==> src/rtl/scan_pkg.sv <==
// Shared types and constants for the decoder scan sequencer.
//   state_e      : FSM encoding (IDLE / SCAN / BLANK)
//   NCH, SELW    : channel count and decoder address width
//   first_set()  : lowest set bit of a channel mask
package scan_pkg;

  localparam int unsigned NCH  = 8;
  localparam int unsigned SELW = 3;

  typedef enum logic [1:0] {
    IDLE  = 2'd0,
    SCAN  = 2'd1,
    BLANK = 2'd2
  } state_e;

  // Lowest set bit of m; returns 0 when m is empty (callers never rely on it).
  function automatic logic [SELW-1:0] first_set(input logic [NCH-1:0] m);
    logic [SELW-1:0] r;
    logic            found;
    r     = '0;
    found = 1'b0;
    for (int unsigned i = 0; i < NCH; i++) begin
      if (!found && m[i]) begin
        r     = SELW'(i);
        found = 1'b1;
      end
    end
    return r;
  endfunction

endpackage

==> src/rtl/scan_next_sel.sv <==
// Round-robin next-channel search.
//   cur_sel  in  SELW  current pointer
//   mask     in  NCH   per-channel enable
//   nxt_sel  out SELW  first enabled channel after cur_sel, wrapping,
//                      ending at cur_sel itself
//   wrap     out 1     nxt_sel <= cur_sel (pointer went round)
module scan_next_sel
  import scan_pkg::*;
(
  input  logic [SELW-1:0] cur_sel,
  input  logic [NCH-1:0]  mask,
  output logic [SELW-1:0] nxt_sel,
  output logic            wrap
);

  logic [SELW-1:0] idx;
  logic            found;

  always_comb begin
    nxt_sel = cur_sel;
    idx     = '0;
    found   = 1'b0;
    // i = NCH lands back on cur_sel through natural address wrap.
    for (int unsigned i = 1; i <= NCH; i++) begin
      idx = cur_sel + SELW'(i);
      if (!found && mask[idx]) begin
        nxt_sel = idx;
        found   = 1'b1;
      end
    end
  end

  assign wrap = (nxt_sel <= cur_sel);

endmodule

==> src/rtl/decoder_scan_ctrl.sv <==
// Scan sequencer for the 3-to-8 display decoder.
//   clk, rst_n   clock, synchronous active-low reset
//   EN           scan enable (0 forces IDLE)
//   in_mask      per-channel enable, sampled at channel advance
//   out_sel      decoder address
//   out_dec_en   decoder enable
//   out_Y        registered one-hot of out_sel, gated by out_dec_en
//   out_frame    one-cycle pulse in the first cycle of a wrapped pointer
module decoder_scan_ctrl
  import scan_pkg::*;
#(
  parameter int unsigned DWELL_CYCLES = 100000,
  parameter int unsigned BLANK_CYCLES = 2
) (
  input  logic            clk,
  input  logic            rst_n,
  input  logic            EN,
  input  logic [NCH-1:0]  in_mask,
  output logic [SELW-1:0] out_sel,
  output logic            out_dec_en,
  output logic [NCH-1:0]  out_Y,
  output logic            out_frame
);

  localparam int unsigned DB_MAX  = (DWELL_CYCLES > BLANK_CYCLES) ? DWELL_CYCLES : BLANK_CYCLES;
  localparam int unsigned CNT_MAX = (DB_MAX > 2) ? DB_MAX : 2;
  localparam int unsigned CW      = $clog2(CNT_MAX);

  localparam logic [CW-1:0] DW_LAST = CW'(DWELL_CYCLES - 1);
  localparam logic [CW-1:0] BL_LAST = CW'((BLANK_CYCLES > 0) ? BLANK_CYCLES - 1 : 0);

  state_e          state_q, state_d;
  logic [SELW-1:0] sel_q, sel_d;
  logic            dec_en_q, dec_en_d;
  logic [NCH-1:0]  y_q, y_d;
  logic            frame_q, frame_d;
  logic [CW-1:0]   cnt_q, cnt_d;

  logic [SELW-1:0] nxt_sel;
  logic            nxt_wrap;

  scan_next_sel u_next (
    .cur_sel (sel_q),
    .mask    (in_mask),
    .nxt_sel (nxt_sel),
    .wrap    (nxt_wrap)
  );

  always_comb begin
    state_d  = state_q;
    sel_d    = sel_q;
    dec_en_d = dec_en_q;
    y_d      = y_q;
    frame_d  = 1'b0;
    cnt_d    = cnt_q;

    if (!EN || (in_mask == '0)) begin
      state_d  = IDLE;
      sel_d    = '0;
      dec_en_d = 1'b0;
      y_d      = '0;
      cnt_d    = '0;
    end else begin
      unique case (state_q)
        IDLE: begin
          state_d  = SCAN;
          sel_d    = first_set(in_mask);
          dec_en_d = 1'b1;
          y_d      = NCH'(1) << first_set(in_mask);
          cnt_d    = '0;
        end
        SCAN: begin
          if (cnt_q == DW_LAST) begin
            sel_d   = nxt_sel;
            frame_d = nxt_wrap;
            cnt_d   = '0;
            if (BLANK_CYCLES == 0) begin
              state_d  = SCAN;
              dec_en_d = 1'b1;
              y_d      = NCH'(1) << nxt_sel;
            end else begin
              state_d  = BLANK;
              dec_en_d = 1'b0;
              y_d      = '0;
            end
          end else begin
            cnt_d = cnt_q + CW'(1);
          end
        end
        BLANK: begin
          if (cnt_q == BL_LAST) begin
            state_d  = SCAN;
            dec_en_d = 1'b1;
            y_d      = NCH'(1) << sel_q;
            cnt_d    = '0;
          end else begin
            cnt_d = cnt_q + CW'(1);
          end
        end
        default: begin
          state_d  = IDLE;
          sel_d    = '0;
          dec_en_d = 1'b0;
          y_d      = '0;
          cnt_d    = '0;
        end
      endcase
    end
  end

  always_ff @(posedge clk) begin
    if (!rst_n) begin
      state_q  <= IDLE;
      sel_q    <= '0;
      dec_en_q <= 1'b0;
      y_q      <= '0;
      frame_q  <= 1'b0;
      cnt_q    <= '0;
    end else begin
      state_q  <= state_d;
      sel_q    <= sel_d;
      dec_en_q <= dec_en_d;
      y_q      <= y_d;
      frame_q  <= frame_d;
      cnt_q    <= cnt_d;
    end
  end

  assign out_sel    = sel_q;
  assign out_dec_en = dec_en_q;
  assign out_Y      = y_q;
  assign out_frame  = frame_q;

endmodule

==> config.mk <==
export PLATFORM = sky130hd
export DESIGN_NAME = decoder_scan_ctrl
export DESIGN_NICKNAME = d
export VERILOG_FILES = /design/src/rtl/scan_pkg.sv /design/src/rtl/scan_next_sel.sv /design/src/rtl/decoder_scan_ctrl.sv
export SDC_FILE = /design/constraint.sdc
export NUM_CORES = 1
export LEC_CHECK = 0
export ABC_AREA = 1
export CAP_MARGIN = 40
export CORE_MARGIN = 5
export CORE_UTILIZATION = 40
export CTS_CLUSTER_DIAMETER = 30
export DETAILED_ROUTE_END_ITERATION = 7
export GPL_TIMING_DRIVEN = 0
export MAX_ROUTING_LAYER = met4
export PLACE_DENSITY = 0.63
export SETUP_SLACK_MARGIN = 0.5
export SYNTH_ARGS = -nofsm -noshare
export SYNTH_HDL_FRONTEND = slang
export SYNTH_SLANG_ARGS = --single-unit
==> constraint.sdc <==
create_clock -name clk -period 8.4 [get_ports clk]
set_clock_uncertainty 0.2 [all_clocks]
set_input_delay 1.68 -clock clk [delete_from_list [all_inputs] [get_ports clk]]
set_output_delay 1.68 -clock clk [all_outputs]
set_load 0.01 [all_outputs]
# Yosys cells after proc, flatten, opt, wreduce, memory -nomap -nowiden
# Cells that the tools add are included.
# totals
reg_bits	32
output_inout_bits	13
elab_cells	146
# op_classes
add_sub_neg	8
magnitude_cmp	9
eq_ne	6
n_shift	2
mux	75
bitwise_logic	4
reduce_logical	36
# ops
op	count
$mux W3	17
$mux W1	39
$mux W17	2
$pmux W17 S2	1
$lt A3 B4 Y1 const B	8
$bmux W1 S3	8
$pmux W8 S3	1
$add A17 B1 Y17 const B	1
$eq A17 B1 Y1 const B	1
$eq A17 B17 Y1 const B	1
$mux W8	2
$shl A1 B3 Y8 const A	2
$logic_not A1 Y1	15
$logic_and A1 B1 Y1	14
$add A3 B3 Y3 const B	4
$pmux W3 S3	1
$logic_not A8 Y1	1
$add A3 B2 Y3 const B	2
$pmux W2 S3	1
$mux W2	2
$ne A2 B2 Y1 const B	2
$not A1 Y1	4
$reduce_and A2 Y1	2
$reduce_or A4 Y1	1
8 further kinds	8

# Longest topological paths before layout
# depth
word_depth	40
mapped_depth	19
mapped_depth_nobuf	19

# By module
# From an unflattened synthesis, not the netlist that was laid out.
# hier_totals
hier_cells	386
area_unflattened_um2	2491.1
# modules_own_cells
mod	instances	cells_each	area_per_inst_um2
decoder_scan_ctrl	1	240	1692.9
scan_next_sel	1	146	798.3

# Least setup slack after synthesis
# Ideal clock, no wire load.
# synth_path
path_type	in2reg
from	in in_mask[0]
to	reg frame_q, in the netlist out_frame
setup_ns	0.086
arrival_time_ns	3.260
required_ns	8.114
slack_ns	4.855
cell_stages	16
path_cell_list	nand2_1 -> nand3_2 -> nand3_2 -> nand2_4 -> inv_4 -> nand3_4 -> nor2_8 -> nand4_4 -> nand2_1 -> inv_1 -> nand2_1 -> nand2_2 -> ha_1 -> a21oi_1 -> o21ai_0 -> a211oi_1
# synth_between
elab_chain_len	25
elab_cells_between_ends	49
# synth_lines
item	line_no	source
from (decl)	decoder_scan_ctrl.sv:18	input logic [NCH-1:0] in_mask,
$bmux W1 S3	scan_next_sel.sv:26	if (!found && mask[idx]) begin
$mux W1 (not written as such)	scan_next_sel.sv:26	
$mux W1	scan_next_sel.sv:26	
$logic_not A1 Y1	scan_next_sel.sv:26	
$logic_and A1 B1 Y1	scan_next_sel.sv:26	
$mux W1	scan_next_sel.sv:26	
$logic_not A1 Y1	scan_next_sel.sv:26	
$logic_and A1 B1 Y1	scan_next_sel.sv:26	
(+9 left out)	-	
$mux W1	scan_next_sel.sv:26	
$logic_not A1 Y1	scan_next_sel.sv:26	
$logic_and A1 B1 Y1	scan_next_sel.sv:26	
$mux W1	scan_next_sel.sv:26	
$logic_not A1 Y1	scan_next_sel.sv:26	
$logic_and A1 B1 Y1	scan_next_sel.sv:26	
$mux W3	scan_next_sel.sv:26	
$le A3 B3 Y1	scan_next_sel.sv:33	assign wrap = (nxt_sel <= cur_sel);
to (signal assigned)	decoder_scan_ctrl.sv:124	frame_q <= frame_d;
to (decl)	decoder_scan_ctrl.sv:36	logic frame_q, frame_d;
# Parallel ways exist; a longest one is shown, timed or not. The select of a mux whose other input is x is not followed.
# A chain may end at the register's enable or synchronous reset.

# Final worst setup path
# layout_path
from	in in_mask[4]
to	reg frame_q, in the netlist out_frame
# Same word-level chain as after synthesis.

==> results by group <==
Global route
  • Global-route wire length before repair: 9.97 mm
  • Total GRT Usage: roughly 16%
  • Via count of the first global-routing pass: 2,341
  • Overflow left after global routing: 0
  • Initial antenna violation count: 0
  • Maximum number of pins on one net before global-route repair: 12

Synthesis
  • Cell types with the highest counts after synthesis: sky130_fd_sc_hd__nand2_1 (86), sky130_fd_sc_hd__inv_1 (37), sky130_fd_sc_hd__nor2_1 (37)
  • Syn nets: slightly below 400
  • Leading register cell type out of synthesis: sky130_fd_sc_hd__dfxtp_1
  • Distinct cell type count of the synthesized netlist: 44
  • EDFF count, synth: 0
  • Gate Count Post-Synth: ~370
  • Yosys Warn Count: 0
  • Main area contributors after synthesis: sky130_fd_sc_hd__dfxtp_1 (26%), sky130_fd_sc_hd__nand2_1 (13%), sky130_fd_sc_hd__nand3_1 (5.8%)
  • Synth async-reset ratio: 0%
  • Library cell with the largest summed area after synthesis: sky130_fd_sc_hd__dfxtp_1
  • Total standard cell area after synthesis: 2510 um2
  • Area fraction of the dominant cell type after synthesis: 25.5%
  • Most common cell in the netlist: sky130_fd_sc_hd__nand2_1
  • Number of storage elements in the synthesis netlist: 32
  • Average footprint of a synthesized cell: between 6 and 7 um2
  • Fraction of the yosys area taken by sequential cells: 25.5%

CTS
  • Root cell of the clock tree: sky130_fd_sc_hd__clkbuf_8
  • CTS H-tree lvls: 2
  • Clock Sink Count: 32
  • Cts hold-fix bufs: 0
  • Later-pin clock latency in the skew report: between 0.2 and 0.3 ns
  • Post-cts gate resize count: 0
  • Number of buffers created by CTS: 5
  • Clock-pin slew of the registers on the worst-case setup and hold paths: 0.07 ns
  • CTS tree: done
  • Max Root-Sink Buffers: 2
  • Post-CTS setup repair buffer count: 0

Worst setup path
  • Startpoint types: input port
  • Path depth of the worst reg2reg path: 19
  • Crit-path max FO: 5
  • Worst r2r src: out_sel[1]$_SDFFE_PP0P_
  • Terminus of the critical flop-to-flop path: out_frame$_SDFF_PP0_
  • Crit end category: flop
  • Required time at the worst-slack endpoint: 8.41 ns
  • Data arrival time of the critical path: 4.08 ns
  • Reg2reg setup slack: 4.94 ns
  • Kind of critical path: input port to flop

Power
  • Leak: ~0.0012 uW
  • Total chip power: between 400 and 500 uW
  • Worst voltage drop across the vdd grid: 0.000116 V
  • PD cells: 165 nW/um2

Place
  • Placed standard-cell area: roughly 2800 um2
  • Final weighted congestion in routability-driven placement: 0.868
  • IO buf count: 23
  • Detail Placement HPWL: roughly 4.5 mm

Drt
  • Final wirelength: 5.60 mm
  • Met3 wire length: 135 um
  • Antenna-violating nets left: 0
  • Total vias in the final route: 2,338
  • DRC marker count from the first detailed-route iteration: 73
  • Length of routed met2 wiring: 2.86 mm
  • Post-DR vias/cell: approximately 5.0
  • DR WL/cell: 11.9 um
  • Post-route DRC: 0
  • Pre-antenna DRT Iters: 4
  • Highest routed metal layer: met4
  • Detailed-routing wirelength on met1: roughly 2.6 mm

Timing
  • Post-route fraction of the period consumed by the critical path: 48.4%
  • Final count of hold timing violations: 0
  • F_max: 0.246 GHz
  • Shortest clock period the worst path allows after layout: slightly above 4 ns
  • Setup TNS: 0 ns
  • Max-slew headroom at the worst pin: 70.0%
  • Worst Tran Pin Value: around 0.45 ns
  • Final Setup Violations: 0
  • Max Transition Viols Final: 0
  • Unrepaired setup endpoints after global routing: false
  • Final Hold Slack: between 0.2 and 0.3 ns

Finish
  • Number of diodes added for antenna fixing: 0
  • Area overhead of the layout relative to synthesis: 17.4%
  • Layout cells sized above 1: approximately 17%
  • Layout net count: roughly 420
  • Area of all placed cells without fillers: 2940 um2

Worst hold path
  • Start point of the worst hold path: out_Y[7]$_SDFFE_PP0P_
  • Hold WC Path Type: flop to flop
  • Hold path endpoint: out_Y[7]$_SDFFE_PP0P_
  • Depth of the worst hold-timing path: 2

Die
  • Chip Width: 89.2 um
  • Initial standard-cell utilization of the core: 41.6%
  • Floorplan row count: 28
  • Area of the die: 7960 um2
  • Die height: 89.2 um
  • CORE AREA: about 6000 um2
  • IO Pins: 24

Flow run
  • Max-Cap Viols: 0

Outcome
  • Outcome: finished, final reports clean
[sequential cells by signal (all words and copies together), names as in the netlist]
signal,count
cnt_q,17
state_q,2
out_sel,3
out_Y,8
out_frame,1
out_dec_en,1
[report_power, final]
part	switching, uW	internal, uW
logic	114	64.9
clock network	59.6	87.7
registers	3.12	155
[worst max-delay path by stage]
stage,endpoint,slack [ns],depth (start not counted),startpoint
global placement,out_frame$_SDFF_PP0_,4.07,16,in_mask[4]
floorplan,out_frame$_SDFF_PP0_,4.85,16,in_mask[0]
global route,out_frame$_SDFF_PP0_,4.10,16,in_mask[6]
finish,out_frame$_SDFF_PP0_,4.33,14,in_mask[4]
detailed placement,out_frame$_SDFF_PP0_,4.03,14,in_mask[4]
CTS,out_frame$_SDFF_PP0_,4.34,14,in_mask[4]
[metrics by stage]
step | cells | setup WS [ns] | util, %
2_1_floorplan | 366 | 4.85 | -
3_3_place_gp | 464 | 4.07 | 47.0
3_5_place_dp | 464 | 4.03 | 47.0
4_1_cts | 472 | 4.34 | 48.9
5_1_grt | 472 | 4.10 | 48.9
6_report | 472 | 4.33 | 48.9
[cells by family after synthesis]
logic type | after synthesis | share of synthesized area (%)
and+or+nand+nor | 211 | 44.8
AOI/OAI and AO/OA | 49 | 11.2
buffers and inverters | 52 | 8.78
DFF | 32 | 25.5
xor gates and xnor gates | 11 | 4.14
adders and majority gates | 11 | 5.49
[placed cells by master, fill, tap and decap left out, types with 2 or more instances in the layout]
cell and count:
sky130_fd_sc_hd__nor4_1 3, sky130_fd_sc_hd__a21oi_1 21, sky130_fd_sc_hd__ha_1 11, sky130_fd_sc_hd__xor2_1 7, sky130_fd_sc_hd__o21ai_0 11, sky130_fd_sc_hd__a21oi_2 2, sky130_fd_sc_hd__nor3_2 3, sky130_fd_sc_hd__o21ai_1 4
sky130_fd_sc_hd__nor2_2 3, sky130_fd_sc_hd__nand3_1 29, sky130_fd_sc_hd__clkbuf_1 3, sky130_fd_sc_hd__clkdlybuf4s50_1 23, sky130_fd_sc_hd__nand3_2 12, sky130_fd_sc_hd__dfxtp_1 32, sky130_fd_sc_hd__o21bai_1 2, sky130_fd_sc_hd__nand2_1 86
sky130_fd_sc_hd__clkbuf_8 5, sky130_fd_sc_hd__nand2_4 4, sky130_fd_sc_hd__buf_2 2, sky130_fd_sc_hd__nor4_4 2, sky130_fd_sc_hd__nor3_1 4, sky130_fd_sc_hd__inv_2 5, sky130_fd_sc_hd__xnor2_1 3, sky130_fd_sc_hd__nor2_1 37
sky130_fd_sc_hd__nand2_2 14, sky130_fd_sc_hd__clkinv_2 2, sky130_fd_sc_hd__nand4_1 8, sky130_fd_sc_hd__buf_6 2, sky130_fd_sc_hd__inv_1 37, sky130_fd_sc_hd__a211oi_1 2
[critical path, cell delays in order]
cell and delay (ns):
sky130_fd_sc_hd__clkdlybuf4s50_1 0.61, sky130_fd_sc_hd__nand2_1 0.15, sky130_fd_sc_hd__nand3_2 0.10, sky130_fd_sc_hd__nand2_2 0.07
sky130_fd_sc_hd__o21ai_0 0.37, sky130_fd_sc_hd__nand4_4 0.16, sky130_fd_sc_hd__nand2_1 0.09, sky130_fd_sc_hd__inv_1 0.04
sky130_fd_sc_hd__nand2_1 0.06, sky130_fd_sc_hd__nand2_2 0.06, sky130_fd_sc_hd__ha_1 0.31, sky130_fd_sc_hd__a21oi_1 0.13
sky130_fd_sc_hd__o21ai_0 0.09, sky130_fd_sc_hd__a211oi_1 0.18
[layout make-up]
| class | count | area, um2 |
|---|---|---|
| Fill cell | 606 | 3080 |
| Multi-Input combinational cell | 282 | 1650 |
| Buffer | 8 | 51.3 |
| Timing Repair Buffer | 23 | 230 |
| Sequential cell | 32 | 641 |
| Clock inverter | 3 | 42.5 |
| Tap cell | 75 | 93.8 |
| Inverter | 44 | 169 |
| Clock buffer | 5 | 68.8 |
[metal layers]
metal	global-route usage, %	vias to the layer above
li1	-	1264
met3	3.96	4
met5	-	-
met1	18.8	1044
met4	3.65	0
met2	28.3	26
Note: power is estimated with default switching activity, not from simulation.
